`config.mk`:
```
export PLATFORM = sky130hd
export DESIGN_NAME = reset_sequencer_flat
export DESIGN_NICKNAME = d
export VERILOG_FILES = /design/src/rtl/reset_sequencer_if.sv /design/src/rtl/reset_sequencer.sv /design/src/flat_wrapper.sv
export SDC_FILE = /design/constraint.sdc
export NUM_CORES = 1
export LEC_CHECK = 0
export CAP_MARGIN = 0
export CORE_ASPECT_RATIO = 1.5
export CORE_MARGIN = 2
export CORE_UTILIZATION = 45
export CTS_BUF_LIST = sky130_fd_sc_hd__clkbuf_4 sky130_fd_sc_hd__clkbuf_8 sky130_fd_sc_hd__clkbuf_16
export CTS_CLUSTER_DIAMETER = 100
export DETAILED_ROUTE_END_ITERATION = 12
export PLACE_DENSITY = 0.77
export SKIP_CTS_REPAIR_TIMING = 1
export SKIP_LAST_GASP = 1
export SLEW_MARGIN = 0
export SYNTH_ARGS = -nofsm -noshare
export SYNTH_HDL_FRONTEND = slang
export SYNTH_SLANG_ARGS = --single-unit
```
`constraint.sdc`:
```
create_clock -name c -period 1.9 [get_ports c]
set_input_delay 0.38 -clock c [delete_from_list [all_inputs] [get_ports c]]
set_output_delay 0.38 -clock c [all_outputs]
set_load 0.03 [all_outputs]
```
`src/rtl/reset_sequencer_if.sv`:
```
// reset_sequencer_if: groups the lock/soft-reset inputs and the staged reset
// outputs of reset_sequencer. The DUT side uses the slave modport.
//
// Signal semantics (no valid/ready pair here): lock is asynchronous and is
// synchronized inside the sequencer; sw_rst is a level sampled on every
// clock edge, so a single-cycle pulse or a held level are both legal.
// rst_out/done/timeout/state are registered outputs.
interface reset_sequencer_if #(
    parameter int STAGES = 3
) ();
    logic              lock;
    logic              sw_rst;
    logic [STAGES-1:0] rst_out;
    logic              done;
    logic              timeout;
    logic [2:0]        state;

    modport master (
        output lock,
        output sw_rst,
        input  rst_out,
        input  done,
        input  timeout,
        input  state
    );

    modport slave (
        input  lock,
        input  sw_rst,
        output rst_out,
        output done,
        output timeout,
        output state
    );
endinterface

```
`src/rtl/reset_sequencer.sv`:
```
// reset_sequencer: releases STAGES active-high resets (PHY, MAC, core/CSR)
// one at a time, in ascending bit order, once the synchronized PLL lock has
// been stable for HOLD_CYCLES edges, with STEP_CYCLES edges between stages.
// Lock loss or a soft reset re-asserts every output. All outputs are
// registered. The FSM state is visible on bus.state for debug.
//
// Optional build macro RESET_SEQ_WDOG_EN adds a lock-wait watchdog that sets
// a sticky timeout flag after WDOG_CYCLES consecutive edges in WAIT_LOCK.
module reset_sequencer #(
    parameter int SYNC_STAGES = 2,
    parameter int HOLD_CYCLES = 16,
    parameter int STAGES      = 3,
    parameter int STEP_CYCLES = 4,
    parameter int WDOG_CYCLES = 1024
) (
    input  logic               c,
    input  logic               clr_n,
    reset_sequencer_if.slave   bus
);

    localparam logic [2:0] ST_ASSERT    = 3'd0;
    localparam logic [2:0] ST_WAIT_LOCK = 3'd1;
    localparam logic [2:0] ST_HOLD      = 3'd2;
    localparam logic [2:0] ST_RELEASE   = 3'd3;
    localparam logic [2:0] ST_RUN       = 3'd4;

    localparam int HOLD_W = $clog2(HOLD_CYCLES + 1);
    localparam int STEP_W = $clog2(STEP_CYCLES + 1);
    localparam int IDX_W  = (STAGES > 1) ? $clog2(STAGES) : 1;

    localparam logic [HOLD_W-1:0] HOLD_LAST = HOLD_W'(HOLD_CYCLES - 1);
    localparam logic [STEP_W-1:0] STEP_LAST = STEP_W'(STEP_CYCLES - 1);
    localparam logic [IDX_W-1:0]  IDX_LAST  = IDX_W'(STAGES - 1);

    logic [SYNC_STAGES-1:0] sync_q;
    logic                   lock_s;

    logic [2:0]        state_q;
    logic [STAGES-1:0] rst_q;
    logic              done_q;
    logic [HOLD_W-1:0] hold_cnt;
    logic [STEP_W-1:0] step_cnt;
    logic [IDX_W-1:0]  idx_q;

    // Lock synchronizer: shift the asynchronous lock through SYNC_STAGES flops.
    always_ff @(posedge c or negedge clr_n) begin
        if (!clr_n) begin
            sync_q <= '0;
        end else begin
            sync_q <= {sync_q[SYNC_STAGES-2:0], bus.lock};
        end
    end

    assign lock_s = sync_q[SYNC_STAGES-1];

    // Sequencer FSM: soft reset wins over everything, lock loss re-arms the wait.
    always_ff @(posedge c or negedge clr_n) begin
        if (!clr_n) begin
            state_q  <= ST_ASSERT;
            rst_q    <= '1;
            done_q   <= 1'b0;
            hold_cnt <= '0;
            step_cnt <= '0;
            idx_q    <= '0;
        end else if (bus.sw_rst) begin
            state_q  <= ST_ASSERT;
            rst_q    <= '1;
            done_q   <= 1'b0;
            hold_cnt <= '0;
            step_cnt <= '0;
            idx_q    <= '0;
        end else begin
            case (state_q)
                ST_ASSERT: begin
                    state_q <= ST_WAIT_LOCK;
                    rst_q   <= '1;
                    done_q  <= 1'b0;
                end
                ST_WAIT_LOCK: begin
                    if (lock_s) begin
                        state_q  <= ST_HOLD;
                        hold_cnt <= '0;
                    end
                end
                ST_HOLD: begin
                    if (!lock_s) begin
                        // Lock glitch during hold-off: restart the wait, outputs untouched.
                        state_q  <= ST_WAIT_LOCK;
                        hold_cnt <= '0;
                    end else if (hold_cnt == HOLD_LAST) begin
                        rst_q[0] <= 1'b0;
                        hold_cnt <= '0;
                        step_cnt <= '0;
                        if (STAGES == 1) begin
                            state_q <= ST_RUN;
                            done_q  <= 1'b1;
                        end else begin
                            state_q <= ST_RELEASE;
                            idx_q   <= IDX_W'(1);
                        end
                    end else begin
                        hold_cnt <= hold_cnt + 1'b1;
                    end
                end
                ST_RELEASE: begin
                    if (!lock_s) begin
                        state_q  <= ST_WAIT_LOCK;
                        rst_q    <= '1;
                        done_q   <= 1'b0;
                        step_cnt <= '0;
                        idx_q    <= '0;
                    end else if (step_cnt == STEP_LAST) begin
                        // Exactly one stage clears per step, lowest index first.
                        rst_q[idx_q] <= 1'b0;
                        step_cnt     <= '0;
                        if (idx_q == IDX_LAST) begin
                            state_q <= ST_RUN;
                            done_q  <= 1'b1;
                            idx_q   <= '0;
                        end else begin
                            idx_q <= idx_q + 1'b1;
                        end
                    end else begin
                        step_cnt <= step_cnt + 1'b1;
                    end
                end
                ST_RUN: begin
                    if (!lock_s) begin
                        state_q  <= ST_WAIT_LOCK;
                        rst_q    <= '1;
                        done_q   <= 1'b0;
                        hold_cnt <= '0;
                        step_cnt <= '0;
                        idx_q    <= '0;
                    end else begin
                        rst_q  <= '0;
                        done_q <= 1'b1;
                    end
                end
                default: begin
                    state_q  <= ST_ASSERT;
                    rst_q    <= '1;
                    done_q   <= 1'b0;
                    hold_cnt <= '0;
                    step_cnt <= '0;
                    idx_q    <= '0;
                end
            endcase
        end
    end

    assign bus.rst_out = rst_q;
    assign bus.done    = done_q;
    assign bus.state   = state_q;

`ifdef RESET_SEQ_WDOG_EN
    localparam int WD_W = $clog2(WDOG_CYCLES + 1);
    localparam logic [WD_W-1:0] WD_LAST = WD_W'(WDOG_CYCLES - 1);
    localparam logic [WD_W-1:0] WD_MAX  = WD_W'(WDOG_CYCLES);

    logic [WD_W-1:0] wd_cnt;
    logic            timeout_q;

    // Lock-wait watchdog: counts edges spent waiting, flags a sticky timeout.
    always_ff @(posedge c or negedge clr_n) begin
        if (!clr_n) begin
            wd_cnt    <= '0;
            timeout_q <= 1'b0;
        end else if (bus.sw_rst) begin
            wd_cnt    <= '0;
            timeout_q <= 1'b0;
        end else if ((state_q == ST_WAIT_LOCK) && !lock_s) begin
            if (wd_cnt != WD_MAX) begin
                wd_cnt <= wd_cnt + 1'b1;
            end
            if (wd_cnt == WD_LAST) begin
                timeout_q <= 1'b1;
            end
        end else begin
            wd_cnt <= '0;
        end
    end

    assign bus.timeout = timeout_q;
`else
    // No watchdog: the flag is constant 0 (WDOG_CYCLES is never negative).
    assign bus.timeout = (WDOG_CYCLES < 0);
`endif

endmodule

```
`src/flat_wrapper.sv`:
```
// flat-port wrapper written by rule: the top's interface ports become plain ports
module reset_sequencer_flat 
#(
    parameter int SYNC_STAGES = 2,
    parameter int HOLD_CYCLES = 16,
    parameter int STAGES      = 3,
    parameter int STEP_CYCLES = 4,
    parameter int WDOG_CYCLES = 1024
)
  (c, clr_n, bus_lock, bus_sw_rst, bus_rst_out, bus_done, bus_timeout, bus_state);
  reset_sequencer_if #(.STAGES(STAGES)) bus_i ();
  input  logic c;
  input  logic clr_n;
  input wire logic [$bits(bus_i.lock)-1:0] bus_lock;
  input wire logic [$bits(bus_i.sw_rst)-1:0] bus_sw_rst;
  output wire logic [$bits(bus_i.rst_out)-1:0] bus_rst_out;
  output wire logic [$bits(bus_i.done)-1:0] bus_done;
  output wire logic [$bits(bus_i.timeout)-1:0] bus_timeout;
  output wire logic [$bits(bus_i.state)-1:0] bus_state;
  assign bus_i.lock = bus_lock;
  assign bus_i.sw_rst = bus_sw_rst;
  assign bus_rst_out = bus_i.rst_out;
  assign bus_done = bus_i.done;
  assign bus_timeout = bus_i.timeout;
  assign bus_state = bus_i.state;
  reset_sequencer #(.SYNC_STAGES(SYNC_STAGES), .HOLD_CYCLES(HOLD_CYCLES), .STAGES(STAGES), .STEP_CYCLES(STEP_CYCLES), .WDOG_CYCLES(WDOG_CYCLES)) u_core (.c(c), .clr_n(clr_n), .bus(bus_i));
endmodule
```
==> flow_metrics.py, run 1 <==
metrics = {
    "status": {
        "status": "completed",
    },
    "clock_network": {
        "cts_tree": "yes",
        "cts.clk_slew.worst_paths_ns": 0.10,
        "clock_path_buffers": 2,
        "root_buffer": "clkbuf_4",
        "cts_sinks": 19,
        "cts-htree-levels": 1,
        "clkLatencyLatePin_ns": 0.30,
        "cts_made_buffers": 3,
    },
    "sta": {
        "setup_viol": 0,
        "period_needed_ns": 1.840,
        "fmaxAchievable_mhz": 543.6,
        "tightest_slew_ns": 0.5533,
        "slew_headroom": 0.6272,
        "finalHoldViolations": 0,
        "rsz0062_at_grt": "no",
        "finalCritPeriodShare": 0.9682,
        "finClkSkew_ns": 0.004804,
        "slew_viol_final": 0,
    },
    "logic_synthesis": {
        "synth_cells": 111,
        "yosys.area.top_type_share": 0.3616,
        "ys_async_sr_fraction": 1.000,
        "netlist_area_um2": 1107,
        "syn_avg_cell_area_um2": 9.976,
        "synth_edf_count": 0,
        "synth-seq-cells": 19,
        "ys_seq_area_frac": 0.4328,
        "synth_cell_types": 41,
        "synth_nets": 117,
        "synthTopCellsByArea": "dfrtp_1 36%, dfstp_2 7.1%, nand2b_1 4.0%, o21ai_0 3.2%, nor2b_1 2.8%",
        "yosys_warnings": 0,
        "synth_top_area_cell": "dfrtp_1",
        "ys.flop_type": "dfrtp_1",
    },
    "pwr": {
        "power_density_nw_per_um2": 877.8,
        "irDropWorstVdd_mv": 0.4598,
        "p_leak_nw": 0.6436,
        "finalPower_w": 0.001205,
    },
    "place": {
        "port_buffers": 10,
        "dp.cells": 157,
        "dpl.hpwl_um": 1884,
        "gp_congestion": 0.9306,
        "place_area_um2": 1328,
    },
    "grt": {
        "gr-usage-all-layers": 0.1904,
        "grt_max_degree": 13,
        "antenna_found_initial": 0,
        "grt_pass1_vias": 965,
        "grt_overflow": 0,
        "grt_pass1_wl_um": 4098,
    },
    "detailed_routing": {
        "vias": 937,
        "drt_wl_total_um": 2413,
        "viasPerCell": 5.820,
        "first_iter_violations": 32,
        "post-route-drc-count": 0,
        "first_pass_iters": 4,
        "ant_nets": 0,
        "wire_per_inst_um": 14.99,
    },
    "final_layout": {
        "final_cell_area_um2": 1373,
        "finalNonFillerCells": 161,
        "drive_gt1_frac": 0.2482,
        "layout_common_cells": "19 x buf_4, 16 x dfrtp_1, 7 x nand2b_1, 7 x o21ai_0",
        "multiInputGateArea_um2": 560.5,
        "fillers": 213,
        "final_common_cell": "buf_4",
        "regArea_um2": 479.2,
        "fin_nets": 144,
        "antenna_cells": 0,
        "area_growth_pct": 23.96,
    },
    "die": {
        "rows": 22,
        "die_w_um": 44.50,
        "boundaryPins": 12,
        "die_h_um": 64.76,
        "core_region_area_um2": 2395,
        "die_area_um2": 2882,
        "start_util": 0.4624,
    },
    "critical_path": {
        "worstPathRequired_ns": 2.09,
        "worstSetupPathType": "in -> reg",
        "setup.worst_path.start_class": "primary input",
        "worstPathArrival_ns": 2.03,
        "worstPathMaxFanout": 6,
        "critPathCaptureType": "flip-flop",
    },
    "run": {
        "maxCapViolations": 0,
    },
    "worst_hold_path": {
        "hold_class": "in -> async",
    },
}
-- cells in the mapped netlist (2+ instances only) --
| library cell | count |
|---|---|
| nand2_1 | 2 |
| dfstp_2 | 3 |
| or2_1 | 2 |
| buf_4 | 2 |
| nand3_1 | 6 |
| dfrtp_1 | 16 |
| nor2b_1 | 5 |
| inv_1 | 4 |
| or2_2 | 2 |
| nor3_2 | 2 |
| buf_2 | 3 |
| ha_1 | 2 |
| nor2_1 | 6 |
| a32o_1 | 2 |
| nor3_1 | 5 |
| a211oi_1 | 3 |
| o21ai_1 | 4 |
| buf_6 | 2 |
| a22o_1 | 3 |
| o22ai_1 | 2 |
| a21oi_1 | 3 |
| o21ai_0 | 7 |
| nand2b_1 | 7 |
-- power by group --
group	switching, W	internal, W
Clock	0.000120	0.0000962
Sequential	0.0000652	0.000460
Combinational	0.000238	0.000225
Total	0.000423	0.000781
-- routing by layer --
layer / wire length, um / up-vias / GRT usage
met4: 68 / 0 / 0.1061
met2: 1338 / 17 / 0.3424
met5: 0 / - / 0
met1: 951 / 458 / 0.2054
li1: - / 456 / -
met3: 55 / 6 / 0.01950
-- cells by family (layout without fill, tap and decap cells) --
| logic type | count (synthesis) | count (layout) | synth area share |
|---|---|---|---|
| buf+inv | 11 | 37 | 0.06100 |
| flops | 19 | 19 | 0.4328 |
| mux | 1 | 1 | 0.009040 |
| compound gates | 32 | 32 | 0.2181 |
| simple gates | 44 | 44 | 0.2384 |
| fa+ha+maj | 2 | 2 | 0.02260 |
| xor+xnor | 1 | 1 | 0.01469 |
| other cells | 1 | 1 | 0.003387 |
-- path summary, 6_finish.rpt --
| kind | startpoint | endpoint | slack (ns) | cells past startpoint |
|---|---|---|---|---|
| max | bus_sw_rst | u_core.bus.state[0]$_DFFE_PN0P_ | 0.06 | 5 |
| min | clr_n | u_core.bus.done$_DFFE_PN0P_ | 0.34 | 1 |
| max reg2reg | u_core.hold_cnt[0]$_DFFE_PN0P_ | u_core.idx_q[0]$_DFFE_PN0P_ | 0.15 | 6 |
| min reg2reg | u_core.sync_q[0]$_DFF_PN0_ | u_core.sync_q[1]$_DFF_PN0_ | 0.36 | 0 |
| max in group asynchronous | clr_n | u_core.bus.state[1]$_DFFE_PN0P_ | 1.07 | 2 |
| min in group c | u_core.sync_q[0]$_DFF_PN0_ | u_core.sync_q[1]$_DFF_PN0_ | 0.36 | 0 |
-- layout make-up --
cell class	instances	share of cell area
clock buffers	4	0.02188
inverters	4	0.01094
multi-input cells	81	0.4084
flip-flops and latches	19	0.3491
well taps	24	0.02188
repair buffers	29	0.1878
-- registers in the layout, indices dropped and copies added (netlist names) --
| name | count |
|---|---|
| u_core.hold_cnt | 5 |
| u_core.bus.rst_out | 3 |
| u_core.bus.state | 3 |
| u_core.step_cnt | 3 |
| u_core.idx_q | 2 |
| u_core.sync_q | 2 |
| u_core.bus.done | 1 |
-- critical path, cell delays in order --
cell and delay, ns:
clkdlybuf4s50_1 0.51, or3b_1 0.30, nor3_2 0.10, or4_1 0.54, a32o_1 0.21
-- per-stage QoR --
stage               utilization  setup TNS [ns]  hold slack, ns  setup slack (ns)
floorplan                     -               0         0.08441            0.1201
global placement         0.5543          -1.266          0.3366           -0.1835
detailed placement       0.5543          -1.936          0.3426           -0.2485
CTS                      0.5669         -0.1841          0.3441           -0.1158
global route             0.5731               0          0.3541           0.02659
finish                   0.5731               0          0.3400           0.06048
Note: power is estimated with default switching activity, not from simulation.
==> run 2, diff against run 1 <==
Settings changed: CORE_MARGIN 2 to default, CTS_CLUSTER_SIZE from default to 24.
==> flow_metrics.py, run 2 (synthesis gave the netlist of run 1 again) <==
metrics = {
    "final_layout": {
        "fin_nets": 144,
        "drive_gt1_frac": 0.2482,
        "antenna_cells": 0,
        "final_cell_area_um2": 1369,
        "top_register": "u_core.hold_cnt",
        "final_common_cell": "buf_4",
        "area_growth_pct": 23.62,
        "finalNonFillerCells": 160,
        "utilization": 0.5988,
        "layout_common_cells": "19 x buf_4, 16 x dfrtp_1, 7 x nand2b_1, 7 x o21ai_0",
        "largest_reg_flops": 5,
    },
    "critical_path": {
        "worstPathRequired_ns": 1.52,
        "regToRegStartpoint": "u_core.hold_cnt[0]$_DFFE_PN0P_",
        "reg2reg_to": "u_core.idx_q[0]$_DFFE_PN0P_",
        "r2r_cells": 6,
        "worstPathMaxFanout": 6,
        "critPathCaptureType": "output port",
        "worstPathArrival_ns": 1.46,
        "setup.worst_path.start_class": "flip-flop",
        "critPathMaxStageDelay_ns": 0.71,
        "crit_family": "buffers and inverters",
        "reg2reg_slack_ns": 0.13,
        "crit_buf_inv": 1,
        "worstSetupPathType": "reg -> out",
        "crit_path_cell_trace": "clkdlybuf4s50_1",
        "cp_slowest_cell": "clkdlybuf4s50_1",
    },
    "run": {
        "maxCapViolations": 0,
    },
    "place": {
        "gp_congestion": 0.9229,
        "dp_worst_setup_slack_ns": -0.2007,
        "port_buffers": 10,
        "dp.cells": 156,
        "place_area_um2": 1326,
        "dpl.hpwl_um": 1923,
    },
    "die": {
        "die_w_um": 42.50,
        "die_area_um2": 2667,
        "rows": 21,
        "start_util": 0.4844,
        "die_h_um": 62.76,
        "boundaryPins": 12,
        "core_region_area_um2": 2286,
    },
    "clock_network": {
        "cts_made_buffers": 3,
        "cts_tree": "yes",
        "cts.clk_slew.worst_paths_ns": 0.10,
        "clock_path_buffers": 2,
        "cts_sinks": 19,
        "cts-htree-levels": 1,
        "root_buffer": "clkbuf_4",
        "clkLatencyLatePin_ns": 0.31,
    },
    "pwr": {
        "p_leak_nw": 0.6250,
        "irDropWorstVdd_mv": 0.4935,
        "power_density_nw_per_um2": 883.7,
    },
    "sta": {
        "slew_viol_final": 0,
        "fmaxAchievable_mhz": 542.3,
        "finalCritPeriodShare": 0.9705,
        "finalHoldViolations": 0,
        "slew_headroom": 0.6313,
        "final.setup.tns_ns": 0,
        "rsz0062_at_grt": "no",
        "finClkSkew_ns": 0.002208,
        "tightest_slew_ns": 0.5473,
        "setup_viol": 0,
        "period_needed_ns": 1.844,
        "fin_ws_ns": 0.05612,
    },
    "detailed_routing": {
        "post-route-drc-count": 0,
        "first_iter_violations": 20,
        "wire_per_inst_um": 15.24,
        "ant_nets": 0,
        "first_pass_iters": 4,
        "vias": 941,
        "viasPerCell": 5.881,
        "drt_wl_total_um": 2438,
    },
    "grt": {
        "antenna_found_initial": 0,
        "grt_max_degree": 11,
        "gr-usage-all-layers": 0.2084,
        "grt_overflow": 0,
        "grt_pass1_vias": 1023,
        "grt_pass1_wl_um": 4222,
    },
    "status": {
        "status": "completed",
    },
    "worst_hold_path": {
        "hold_class": "in -> async",
    },
}
-- run 2: changes by cell type in the layout (fill, tap and decap cells not counted), sizes merged --
cell           previous run  this run
clkdlybuf4s50             4         5
dlymetal6s2s              6         5
-- run 2: per-stage QoR --
| stage | power, W | hold WS, ns |
|---|---|---|
| detailed placement | 0.001000 | 0.3405 |
| global placement | 0.0009893 | 0.3372 |
| CTS | 0.001223 | 0.3643 |
| floorplan | 0.0008208 | 0.08441 |
| finish | 0.001210 | 0.3610 |
| global route | 0.001272 | 0.3789 |
-- run 2: area by class of cell --
class	count	area [um2]
clock buffer	4	30.03
inverter	4	15.01
fill	191	917.1
timing repair buffer	29	255.2
sequential	19	479.2
tap	23	28.78
multi-input combinational	81	560.5
-- run 2: metal layers --
layer,wire (um),global-route usage
met5,0,0
met4,72,0.1328
met1,937,0.2124
met2,1366,0.3712
met3,61,0.04046
-- run 2: worst max-delay path by stage --
stage	from	to	slack (ns)	cells past startpoint
5_1_grt	u_core.bus.state[2]$_DFFE_PN0P_	bus_state[2]	0.01	1
4_1_cts	u_core.bus.state[0]$_DFFE_PN0P_	bus_state[0]	-0.14	1
6_report	u_core.bus.state[2]$_DFFE_PN0P_	bus_state[2]	0.06	1
3_3_place_gp	bus_sw_rst	u_core.bus.state[0]$_DFFE_PN0P_	-0.17	5
2_1_floorplan	u_core.bus.state[0]$_DFFE_PN0P_	u_core.bus.state[0]$_DFFE_PN0P_	0.12	5
3_5_place_dp	bus_sw_rst	u_core.bus.state[0]$_DFFE_PN0P_	-0.20	5
-- run 2: report_power, final --
group / internal [W] / leakage (nW) / total [W] / switching [W]
Sequential: 0.000460 / 0.246 / 0.000529 / 0.0000687
Clock: 0.0000964 / 0.0184 / 0.000222 / 0.000125
Combinational: 0.000225 / 0.360 / 0.000459 / 0.000234
==> run 3, diff against run 2 <==
Settings changed: CORE_ASPECT_RATIO 1.5 to default, HOLD_SLACK_MARGIN from default to 0.1.
==> flow_metrics.py, run 3 (synthesis gave the netlist of run 1 again) <==
metrics = {
    "status": {
        "status": "completed",
    },
    "final_layout": {
        "largest_reg_flops": 5,
        "finalNonFillerCells": 165,
        "drive_gt1_frac": 0.2482,
        "utilization": 0.6053,
        "top_register": "u_core.hold_cnt",
        "final_cell_area_um2": 1378,
        "fin_nets": 144,
        "final_common_cell": "buf_4",
        "area_growth_pct": 24.41,
        "layout_common_cells": "19 x buf_4, 16 x dfrtp_1, 7 x nand2b_1, 7 x o21ai_0",
        "antenna_cells": 0,
    },
    "sta": {
        "slew_headroom": 0.6432,
        "final.setup.tns_ns": 0,
        "slew_viol_final": 0,
        "rsz0062_at_grt": "no",
        "fmaxAchievable_mhz": 552.1,
        "setup_viol": 0,
        "tightest_slew_ns": 0.5297,
        "finalHoldViolations": 0,
        "period_needed_ns": 1.811,
        "finClkSkew_ns": 0.006173,
        "finalCritPeriodShare": 0.9534,
    },
    "detailed_routing": {
        "wire_per_inst_um": 15.15,
        "ant_nets": 0,
        "viasPerCell": 5.788,
        "first_iter_violations": 21,
        "post-route-drc-count": 0,
        "drt_wl_total_um": 2499,
        "vias": 955,
        "first_pass_iters": 4,
    },
    "pwr": {
        "irDropWorstVdd_mv": 0.6475,
        "finalPower_w": 0.001218,
        "power_density_nw_per_um2": 884.4,
        "p_leak_nw": 0.6427,
    },
    "grt": {
        "grt_pass1_vias": 942,
        "grt_overflow": 0,
        "gr-usage-all-layers": 0.2142,
        "grt_pass1_wl_um": 4160,
        "antenna_found_initial": 0,
        "grt_max_degree": 13,
    },
    "clock_network": {
        "root_buffer": "clkbuf_4",
        "cts-htree-levels": 1,
        "cts_made_buffers": 3,
        "cts_sinks": 19,
        "cts_tree": "yes",
        "clkLatencyLatePin_ns": 0.30,
        "cts.clk_slew.worst_paths_ns": 0.11,
        "clock_path_buffers": 2,
    },
    "place": {
        "port_buffers": 10,
        "place_area_um2": 1333,
        "dpl.hpwl_um": 1974,
        "gp_congestion": 0.7836,
        "dp.cells": 161,
    },
    "run": {
        "maxCapViolations": 0,
    },
    "die": {
        "boundaryPins": 12,
        "die_area_um2": 2663,
        "die_w_um": 51.61,
        "core_region_area_um2": 2276,
        "die_h_um": 51.61,
        "start_util": 0.4865,
        "rows": 17,
    },
    "critical_path": {
        "worstPathArrival_ns": 2.01,
        "worstSetupPathType": "in -> reg",
        "setup.worst_path.start_class": "primary input",
        "critPathCaptureType": "flip-flop",
        "worstPathRequired_ns": 2.09,
        "reg2reg_slack_ns": 0.14,
        "worstPathMaxFanout": 5,
    },
    "worst_hold_path": {
        "hold_class": "in -> async",
    },
}
run 3: cell count changes in the layout (fill, tap and decap cells not counted):
| cell | change |
|---|---|
| clkdlybuf4s50_1 | -1 |
| dlymetal6s2s_1 | +1 |
run 3: power breakdown:
group	internal, W	total, W	switching (W)
Clock	0.0000962	0.000221	0.000125
Combinational	0.000225	0.000475	0.000250
Sequential	0.000460	0.000523	0.0000624
run 3: final timing paths:
path,startpoint,to,depth (start not counted)
max,bus_sw_rst,u_core.bus.state[0]$_DFFE_PN0P_,5
min,clr_n,u_core.bus.done$_DFFE_PN0P_,1
max reg2reg,u_core.hold_cnt[0]$_DFFE_PN0P_,u_core.idx_q[0]$_DFFE_PN0P_,6
min reg2reg,u_core.sync_q[0]$_DFF_PN0_,u_core.sync_q[1]$_DFF_PN0_,0
max in group asynchronous,clr_n,u_core.hold_cnt[2]$_DFFE_PN0P_,2
min in group c,u_core.sync_q[0]$_DFF_PN0_,u_core.sync_q[1]$_DFF_PN0_,0
run 3: worst max-delay path: stages:
cell             delay, ns
clkdlybuf4s50_1       0.52
or3b_1                0.27
nor3_2                0.09
or4_1                 0.53
a32o_1                0.22
run 3: area by class of cell:
class	count	area, um2
fillers	197	898.4
multi-input cells	81	560.5
flip-flops and latches	19	479.2
repair buffers	29	257.7
well taps	28	35.03
clock buffers	4	30.03
inverters	4	15.01
run 3: metal layers:
layer	global-route usage	part of all wire	vias up
li1	-	-	459
met1	0.2560	0.45	459
met2	0.3874	0.49	33
met3	0.04386	0.044	4
met4	0.05405	0.010	0
met5	0	0	-
run 3: through the flow:
step	hold slack (ns)	worst slack, ns
after global placement	0.3358	-0.1730
after floorplan	0.08441	0.1201
final	0.3301	0.08862
after CTS	0.3330	-0.05566
after detailed placement	0.3544	-0.2152
after global routing	0.3422	0.01601
